[config.mk]
export PLATFORM = sky130hd
export DESIGN_NAME = dm_arbiter_flat
export DESIGN_NICKNAME = d
export VERILOG_FILES = /design/src/rtl/dm_arbiter_if.sv /design/src/rtl/dm_arbiter.sv /design/src/flat_wrapper.sv
export SDC_FILE = /design/constraint.sdc
export NUM_CORES = 1
export LEC_CHECK = 0
export CORE_ASPECT_RATIO = 0.9
export CORE_MARGIN = 2
export CORE_UTILIZATION = 33
export CTS_BUF_LIST = sky130_fd_sc_hd__clkbuf_4
export DETAILED_ROUTE_END_ITERATION = 8
export PLACE_DENSITY = 0.86
export SLEW_MARGIN = 0
export SYNTH_ARGS = -nofsm -noshare
export SYNTH_HDL_FRONTEND = slang
export SYNTH_SLANG_ARGS = --single-unit
[constraint.sdc]
create_clock -name clk -period 1.96 [get_ports clk]
set_clock_uncertainty 0.1 [all_clocks]
set_input_delay 0.392 -clock clk [delete_from_list [all_inputs] [get_ports clk]]
set_output_delay 0.392 -clock clk [all_outputs]
set_load 0.02 [all_outputs]
[src/rtl/dm_arbiter_if.sv]
// Signal bundle between the MEM stage, the debug/loader port, dm_4k and dm_arbiter.
// slave is the arbiter's view; master is the view of whatever surrounds it.
interface dm_arbiter_if;
    logic        cpu_req;
    logic        cpu_we;
    logic [11:0] cpu_addr;
    logic [31:0] cpu_wdata;
    logic [1:0]  cpu_mode;
    logic        cpu_stall;
    logic [31:0] cpu_rdata;
    logic        cpu_misalign;

    logic        dbg_req;
    logic        dbg_we;
    logic [11:0] dbg_addr;
    logic [31:0] dbg_wdata;
    logic [1:0]  dbg_mode;
    logic        dbg_ack;
    logic [31:0] dbg_rdata;
    logic        dbg_misalign;

    logic [11:0] dm_addr;
    logic [31:0] dm_din;
    logic        dm_wr;
    logic [1:0]  dm_mode;
    logic [31:0] dm_dout;

    modport slave (
        input  cpu_req, cpu_we, cpu_addr, cpu_wdata, cpu_mode,
        output cpu_stall, cpu_rdata, cpu_misalign,
        input  dbg_req, dbg_we, dbg_addr, dbg_wdata, dbg_mode,
        output dbg_ack, dbg_rdata, dbg_misalign,
        output dm_addr, dm_din, dm_wr, dm_mode,
        input  dm_dout
    );

    modport master (
        output cpu_req, cpu_we, cpu_addr, cpu_wdata, cpu_mode,
        input  cpu_stall, cpu_rdata, cpu_misalign,
        output dbg_req, dbg_we, dbg_addr, dbg_wdata, dbg_mode,
        input  dbg_ack, dbg_rdata, dbg_misalign,
        input  dm_addr, dm_din, dm_wr, dm_mode,
        output dm_dout
    );
endinterface

[src/rtl/dm_arbiter.sv]
// Shares dm_4k between the MEM stage (priority) and a debug/loader port, with a
// starvation limit on the debug side and misaligned accesses blocked before memory.
module dm_arbiter #(
    parameter int unsigned STARVE_MAX = 4
) (
    input logic         clk,
    input logic         rst,
    dm_arbiter_if.slave bus
);
    // Access-size encodings shared with declarations.v; any other value is a word.
    localparam logic [1:0] MEM_OP_BYTE = 2'b01;
    localparam logic [1:0] MEM_OP_HALF = 2'b10;

    localparam logic [1:0] D_IDLE = 2'd0;
    localparam logic [1:0] D_WAIT = 2'd1;
    localparam logic [1:0] D_ACK  = 2'd2;

    localparam logic [3:0] STARVE_LIM = 4'(STARVE_MAX);

    logic [1:0]  dbg_state_q, dbg_state_d;
    logic [3:0]  starve_cnt_q, starve_cnt_d;
    logic [31:0] dbg_rdata_q;
    logic        dbg_misalign_q;
    logic        dbg_win, cpu_win, cpu_mis, dbg_mis;

    function automatic logic misaligned(input logic [11:0] addr, input logic [1:0] mode);
        if (mode == MEM_OP_BYTE) return 1'b0;
        if (mode == MEM_OP_HALF) return addr[0];
        return |addr[1:0];
    endfunction

    always_comb begin
        cpu_mis = misaligned(bus.cpu_addr, bus.cpu_mode);
        dbg_mis = misaligned(bus.dbg_addr, bus.dbg_mode);
        dbg_win = (dbg_state_q == D_WAIT) && ((starve_cnt_q == STARVE_LIM) || !bus.cpu_req);
        cpu_win = bus.cpu_req && !dbg_win;
    end

    always_comb begin
        bus.dm_addr = '0;
        bus.dm_din  = '0;
        bus.dm_mode = '0;
        bus.dm_wr   = 1'b0;
        if (dbg_win) begin
            bus.dm_addr = bus.dbg_addr;
            bus.dm_din  = bus.dbg_wdata;
            bus.dm_mode = bus.dbg_mode;
            bus.dm_wr   = bus.dbg_we && !dbg_mis;
        end else if (cpu_win) begin
            bus.dm_addr = bus.cpu_addr;
            bus.dm_din  = bus.cpu_wdata;
            bus.dm_mode = bus.cpu_mode;
            bus.dm_wr   = bus.cpu_we && !cpu_mis;
        end
    end

    assign bus.cpu_stall    = bus.cpu_req && dbg_win;
    assign bus.cpu_misalign = cpu_win && cpu_mis;
    assign bus.cpu_rdata    = bus.dm_dout;

    assign bus.dbg_ack      = (dbg_state_q == D_ACK);
    assign bus.dbg_rdata    = dbg_rdata_q;
    assign bus.dbg_misalign = dbg_misalign_q;

    always_comb begin
        dbg_state_d  = dbg_state_q;
        starve_cnt_d = starve_cnt_q;
        case (dbg_state_q)
            D_IDLE: begin
                starve_cnt_d = '0;
                if (bus.dbg_req) dbg_state_d = D_WAIT;
            end
            D_WAIT: begin
                if (dbg_win) begin
                    dbg_state_d  = D_ACK;
                    starve_cnt_d = '0;
                end else if (cpu_win && (starve_cnt_q != STARVE_LIM)) begin
                    starve_cnt_d = starve_cnt_q + 4'd1;
                end
            end
            // dbg_req is deliberately ignored here so the requester can drop it.
            D_ACK: begin
                dbg_state_d  = D_IDLE;
                starve_cnt_d = '0;
            end
            default: begin
                dbg_state_d  = D_IDLE;
                starve_cnt_d = '0;
            end
        endcase
    end

    always_ff @(posedge clk or posedge rst) begin
        if (rst) begin
            dbg_state_q    <= D_IDLE;
            starve_cnt_q   <= '0;
            dbg_rdata_q    <= '0;
            dbg_misalign_q <= 1'b0;
        end else begin
            dbg_state_q  <= dbg_state_d;
            starve_cnt_q <= starve_cnt_d;
            if (dbg_win) begin
                dbg_rdata_q    <= bus.dm_dout;
                dbg_misalign_q <= dbg_mis;
            end
        end
    end
endmodule

[src/flat_wrapper.sv]
// flat-port wrapper written by rule: the top's interface ports become plain ports
module dm_arbiter_flat 
#(
    parameter int unsigned STARVE_MAX = 4
)
  (clk, rst, bus_cpu_req, bus_cpu_we, bus_cpu_addr, bus_cpu_wdata, bus_cpu_mode, bus_cpu_stall, bus_cpu_rdata, bus_cpu_misalign, bus_dbg_req, bus_dbg_we, bus_dbg_addr, bus_dbg_wdata, bus_dbg_mode, bus_dbg_ack, bus_dbg_rdata, bus_dbg_misalign, bus_dm_addr, bus_dm_din, bus_dm_wr, bus_dm_mode, bus_dm_dout);
  dm_arbiter_if bus_i ();
  input logic clk;
  input logic rst;
  input wire logic [$bits(bus_i.cpu_req)-1:0] bus_cpu_req;
  input wire logic [$bits(bus_i.cpu_we)-1:0] bus_cpu_we;
  input wire logic [$bits(bus_i.cpu_addr)-1:0] bus_cpu_addr;
  input wire logic [$bits(bus_i.cpu_wdata)-1:0] bus_cpu_wdata;
  input wire logic [$bits(bus_i.cpu_mode)-1:0] bus_cpu_mode;
  output wire logic [$bits(bus_i.cpu_stall)-1:0] bus_cpu_stall;
  output wire logic [$bits(bus_i.cpu_rdata)-1:0] bus_cpu_rdata;
  output wire logic [$bits(bus_i.cpu_misalign)-1:0] bus_cpu_misalign;
  input wire logic [$bits(bus_i.dbg_req)-1:0] bus_dbg_req;
  input wire logic [$bits(bus_i.dbg_we)-1:0] bus_dbg_we;
  input wire logic [$bits(bus_i.dbg_addr)-1:0] bus_dbg_addr;
  input wire logic [$bits(bus_i.dbg_wdata)-1:0] bus_dbg_wdata;
  input wire logic [$bits(bus_i.dbg_mode)-1:0] bus_dbg_mode;
  output wire logic [$bits(bus_i.dbg_ack)-1:0] bus_dbg_ack;
  output wire logic [$bits(bus_i.dbg_rdata)-1:0] bus_dbg_rdata;
  output wire logic [$bits(bus_i.dbg_misalign)-1:0] bus_dbg_misalign;
  output wire logic [$bits(bus_i.dm_addr)-1:0] bus_dm_addr;
  output wire logic [$bits(bus_i.dm_din)-1:0] bus_dm_din;
  output wire logic [$bits(bus_i.dm_wr)-1:0] bus_dm_wr;
  output wire logic [$bits(bus_i.dm_mode)-1:0] bus_dm_mode;
  input wire logic [$bits(bus_i.dm_dout)-1:0] bus_dm_dout;
  assign bus_i.cpu_req = bus_cpu_req;
  assign bus_i.cpu_we = bus_cpu_we;
  assign bus_i.cpu_addr = bus_cpu_addr;
  assign bus_i.cpu_wdata = bus_cpu_wdata;
  assign bus_i.cpu_mode = bus_cpu_mode;
  assign bus_cpu_stall = bus_i.cpu_stall;
  assign bus_cpu_rdata = bus_i.cpu_rdata;
  assign bus_cpu_misalign = bus_i.cpu_misalign;
  assign bus_i.dbg_req = bus_dbg_req;
  assign bus_i.dbg_we = bus_dbg_we;
  assign bus_i.dbg_addr = bus_dbg_addr;
  assign bus_i.dbg_wdata = bus_dbg_wdata;
  assign bus_i.dbg_mode = bus_dbg_mode;
  assign bus_dbg_ack = bus_i.dbg_ack;
  assign bus_dbg_rdata = bus_i.dbg_rdata;
  assign bus_dbg_misalign = bus_i.dbg_misalign;
  assign bus_dm_addr = bus_i.dm_addr;
  assign bus_dm_din = bus_i.dm_din;
  assign bus_dm_wr = bus_i.dm_wr;
  assign bus_dm_mode = bus_i.dm_mode;
  assign bus_i.dm_dout = bus_dm_dout;
  dm_arbiter #(.STARVE_MAX(STARVE_MAX)) u_core (.clk(clk), .rst(rst), .bus(bus_i));
endmodule
* Word-level counts from Yosys, hierarchy flattened
Cells that the tools add are included.
Widths: inputs -> output; s select.
** Storage, ports and cells
- Input bits :: 130
- Register bits :: 39
- Logic and storage cells :: 60
** Operators by class
- Equal/unequal tests :: 11
- Multiplexer cells :: 28
- Add/sub/neg operators :: 1
- Reductions and logical operators :: 16
** Operators with widths (count)
- $mux 32 :: 2
- $mux 12 :: 2
- $mux 1 :: 16
- $mux 4 :: 3
- $mux 2 :: 4
- $logic_and 1x1->1 :: 7
- $eq 2x1->1 const B :: 3
- $eq 2x2->1 const B :: 3
- $add 4x1->4 const B :: 1
- $eq 4x3->1 const B :: 1
- $logic_not 1->1 :: 4
- $ne 4x3->1 const B :: 1
- $pmux 2 s2 :: 1
- $reduce_or 2->1 :: 2
- $ne 3x2->1 const B :: 1
- $logic_not 2->1 :: 1
- $ne 2x1->1 const B :: 1
- $ne 2x2->1 const B :: 1
- $reduce_and 2->1 :: 1
- $logic_or 1x1->1 :: 1

* Depth between registers and ports, before layout
- Word-level depth :: 9
- Mapped depth :: 7
- Depth with buffers taken out :: 5

* Worst setup path before layout
OpenSTA, ideal clock, no wires.
- Path type :: flip-flop to output port
- Start :: register u_core.starve_cnt_q[0]
- End :: output bus_dm_addr[10]
- Cell stages (with the launch flop) :: 8
- Required time :: 1468 ps
- Path slack :: -157 ps
- Buffers on the path :: 2
- Arrival time :: 1625 ps
- Path through :: dfrtp_1 inv_1 ha_1 nand3b_1 a21boi_2 buf_6 buf_6 mux2i_1
** Between the ends
- Word-level cells in the longest chain between the ends :: 7
** RTL lines
- start: declaration :: RTL line dm_arbiter.sv:21 : logic [3:0] starve_cnt_q, starve_cnt_d;
- start signal: assignment :: RTL line dm_arbiter.sv:101 : starve_cnt_q <= starve_cnt_d;
- $eq 4x3->1 * :: RTL line dm_arbiter.sv:35 : dbg_win = (dbg_state_q == D_WAIT) && ((starve_cnt_q == STARVE_LIM) || !bus.cpu_req);
- $logic_or 1x1->1 * :: RTL line dm_arbiter.sv:35
- $logic_and 1x1->1 * :: RTL line dm_arbiter.sv:35
- $logic_not 1->1 :: RTL line dm_arbiter.sv:36 : cpu_win = bus.cpu_req && !dbg_win;
- $logic_and 1x1->1 :: RTL line dm_arbiter.sv:36
- $mux 12 :: RTL line dm_arbiter.sv:49 : end else if (cpu_win) begin
- $mux 12 * :: RTL line dm_arbiter.sv:44 : if (dbg_win) begin
- end: declaration :: RTL line flat_wrapper.sv:26 : output wire logic [$bits(bus_i.dm_addr)-1:0] bus_dm_addr;
Mark *: on every way between the ends. The rest lies on a longest branch, timed or not.

* Final worst setup path
- Start :: register u_core.starve_cnt_q[1]
- End :: output bus_dm_din[3]
** Between the ends
- Word-level cells in the longest chain between the ends :: 7
** RTL lines
- $eq 4x3->1 * :: RTL line dm_arbiter.sv:35
- $logic_or 1x1->1 * :: RTL line dm_arbiter.sv:35
- $logic_and 1x1->1 * :: RTL line dm_arbiter.sv:35
- $logic_not 1->1 :: RTL line dm_arbiter.sv:36
- $logic_and 1x1->1 :: RTL line dm_arbiter.sv:36
- $mux 32 :: RTL line dm_arbiter.sv:49
- $mux 32 * :: RTL line dm_arbiter.sv:44
- end: declaration :: RTL line flat_wrapper.sv:27 : output wire logic [$bits(bus_i.dm_din)-1:0] bus_dm_din;
Marks and branches as above.

==> flow_summary_export.csv <==
group,metric,value,unit
outcome,status,"finished, violations left",
outcome,violations,"setup timing",
final_layout,syn_to_final_growth,108,%
setup_path,cp_data_arrival_time,2.08,ns
timing,setup_violations,82,
final_layout,fillers,607,
clocking,ctsHtreeMaxLevel,2,
timing,whs,0.369,ns
placement,io_buffer_count,244,
setup_path,worstSetupEndpoint,"bus_dm_din[3]",
pwr,pwr-share-clk,0.073,
pwr,switching_share,0.369,
setup_path,reg2reg_depth,9,
drt,wl_per_cell,15.8,um
setup_path,cp_cell_sequence,"inv_1, ha_2, nand3b_1, a21boi_4, buf_12, buf_16, buf_6, mux2i_4, buf_6",
global_routing,grt_first_pass_wirelength,15300,um
drt,wl,10400,um
die,ios,245,
synthesis,synthDistinctLibCells,25,
clocking,cts_tree,"done",
setup_path,startpoint,"u_core.starve_cnt_q[1]$_DFFE_PP0P_",
clocking,cts_root_buf,"clkbuf_4",
clocking,cts_hold_buffers,0,
pwr,p_int,0.00333,W
setup_path,r2r_slack,-0.09,ns
pwr,seqPwrFrac,0.262,
setup_path,crit_required,1.47,ns
die,rows,31,
drt,drc,0,
timing,finalSetupTns,-28.29,ns
drt,drtAntennaViolNets,0,
timing,final_max_slew_viol_count,0,
global_routing,grt.total_usage,0.209,
final_layout,stdcell_count,658,
synthesis,ys_seq_area_frac,0.346,
synthesis,synth_warnings,0,
setup_path,crit_path_frequent_cell,"buf_6",
clocking,clk_pin_slew_worst_paths,0.12,ns
placement,place_ws,-0.879,ns
final_layout,fin_area,0.00586,mm^2
global_routing,grt_remaining_overflow,0,
synthesis,syn_nets,423,
setup_path,worstPathMaxFanout,8,
final_layout,final_common_cell,"clkdlybuf4s50_1",
final_layout,n_antenna_cell,0,
synthesis,syn_inst,291,
timing,fin_ws,-0.610,ns
final_layout,mostFrequentLayoutCells,"clkdlybuf4s50_1 (162), buf_4 (67), inv_1 (50)",
pwr,power.leakage,2.77,nW
drt,via_per_inst,4.42,
timing,period_needed,2.57,ns
setup_path,startpoint_type,"flop",
global_routing,grt_max_degree,40,
synthesis,netlist_area,0.00282,mm^2
die,start_util,0.345,
global_routing,antenna_found_initial,0,
synthesis,avgSynthCellArea,9.69,um^2
clocking,clockBufferDepth,2,
timing,relSlewSlack,0.672,
pwr,comb_power_share,0.665,
pwr,power_density,901,mW/mm^2
setup_path,r2r-start,"u_core.starve_cnt_q[1]$_DFFE_PP0P_",
pwr,peakVddDrop,0.674,mV
timing,fmax,389,MHz
setup_path,cpPeakStageDelay,0.40,ns
timing,post-route-period-util,1.31,
final_layout,nets,674,
die,core-area,0.00818,mm^2
setup_path,reg2reg_to,"u_core.bus.dbg_rdata[27]$_DFFE_PP0P_",
pwr,switchingPower,0.00195,W
synthesis,ys_seq_elements,39,
clocking,cts_buffers,5,
timing,tightest_slew,0.492,ns
setup_path,critical-path-slowest-cell,"dfrtp_1",
placement,place_hpwl,8230,um
placement,dp.cells,638,
run,maxCapViolCount,0,
timing,hold_viol,0,
setup_path,end_kind,"output pin",
min_path,hp-class,"in -> async",
placement,place.gp.congestion,0.781,
drt,drt_iter0_drc,34,
drt,first_pass_iters,5,
clocking,clock-sinks,39,
global_routing,grt_pass1_vias,3005,
drt,vias,2909,
die,die_area,0.00930,mm^2
final_layout,layout-drive-gt1-share,0.341,
die,die_h,91.7,um
clocking,worst_skew_pair.late_latency,0.33,ns
die,die_w,101,um
setup_path,crit_type,"reg -> out",
timing,rsz0062_at_grt,"yes",
placement,place_area,0.00563,mm^2
-- kinds of logic after synthesis --
| kind of cell | Yosys count | synth area share |
|---|---|---|
| mux | 80 | 0.325 |
| xor+xnor | 2 | 0.00621 |
| compound gates | 3 | 0.00976 |
| fa+ha+maj | 2 | 0.00887 |
| flops | 39 | 0.346 |
| buf+inv | 97 | 0.201 |
| simple gates | 68 | 0.103 |
-- power groups by stage --
stage	clock network, W	logic, W	registers [W]
floorplan	0	0.00139	0.00180
global placement	0	0.00324	0.00137
global route	0.000434	0.00366	0.00143
CTS	0.000403	0.00345	0.00138
detailed placement	0	0.00330	0.00139
finish	0.000385	0.00351	0.00139
-- flip-flops by register name, indices dropped and copies added (netlist names) --
signal	flops
u_core.bus.dbg_misalign	1
u_core.bus.dbg_rdata	32
u_core.dbg_state_q	2
u_core.starve_cnt_q	4
-- final cells by class --
| class | count | area (um^2) | share of cell area |
|---|---|---|---|
| multi-input cells | 155 | 1620 | 0.276 |
| flip-flops and latches | 39 | 976 | 0.166 |
| inverters | 50 | 188 | 0.0320 |
| repair buffers | 291 | 2890 | 0.492 |
| clock inverters | 3 | 15.0 | 0.00256 |
| clock buffers | 5 | 37.5 | 0.00640 |
| well taps | 115 | 144 | 0.0245 |
-- per-layer routing --
| metal | global-route usage | up-vias | part of all wire |
|---|---|---|---|
| met4 | 0.0349 | 0 | 0.0086 |
| met1 | 0.227 | 1375 | 0.37 |
| met3 | 0.0602 | 10 | 0.080 |
| met5 | 0 | - | 0 |
| li1 | - | 1390 | - |
| met2 | 0.401 | 134 | 0.54 |
-- stage by stage --
step,util,total power [W]
finish,0.717,0.00528
global route,0.717,0.00552
CTS,0.708,0.00524
detailed placement,0.688,0.00468
global placement,0.688,0.00461
floorplan,-,0.00319
-- critical path, delay by kind of cell (launching register included) --
| kind | cells | cell delay [ns] |
|---|---|---|
| AOI/OAI and AO/OA | 1 | 0.18 |
| adders and majority gates | 1 | 0.16 |
| buffers and inverters | 5 | 0.66 |
| DFF | 1 | 0.40 |
| muxes | 1 | 0.20 |
| and+or+nand+nor | 1 | 0.14 |
-- synthesized netlist by cell type --
master,number,area share
nand2_1,48,0.064
buf_4,33,0.088
mux2_4,20,0.11
mux2i_1,47,0.17
o31ai_1,1,0.0027
o311ai_0,1,0.0031
nor3b_1,2,0.0053
nor2_1,7,0.0093
and2_1,1,0.0022
nand3_1,2,0.0035
buf_6,6,0.024
and3b_1,1,0.0031
inv_1,50,0.067
nand3b_1,1,0.0027
ha_1,2,0.0089
dfrtp_1,39,0.35
xnor2_1,1,0.0031
nor2b_2,1,0.0031
nor2b_1,3,0.0067
buf_12,2,0.014
clkbuf_1,6,0.0080
mux2_2,13,0.052
nor3_1,2,0.0035
xor2_1,1,0.0031
a21boi_2,1,0.0040
-- how the worst min path moves through the flow --
stage / from / to / slack [ns]
after floorplan: u_core.starve_cnt_q[0]$_DFFE_PP0P_ / u_core.starve_cnt_q[0]$_DFFE_PP0P_ / 0.35
after global placement: u_core.bus.dbg_rdata[11]$_DFFE_PP0P_ / u_core.bus.dbg_rdata[11]$_DFFE_PP0P_ / 0.39
after detailed placement: u_core.bus.dbg_rdata[29]$_DFFE_PP0P_ / u_core.bus.dbg_rdata[29]$_DFFE_PP0P_ / 0.39
after CTS: rst / u_core.bus.dbg_rdata[7]$_DFFE_PP0P_ / 0.37
after global routing: rst / u_core.bus.dbg_rdata[27]$_DFFE_PP0P_ / 0.44
final: rst / u_core.bus.dbg_rdata[9]$_DFFE_PP0P_ / 0.37
-- repair_timing --
action,in CTS,in global routing
cloned,4,0
buffers inserted,7,4
resized for setup,305,20
endpoints found under the setup margin,114,83
pin swaps,2,1
(Power assumes the default switching activity.)
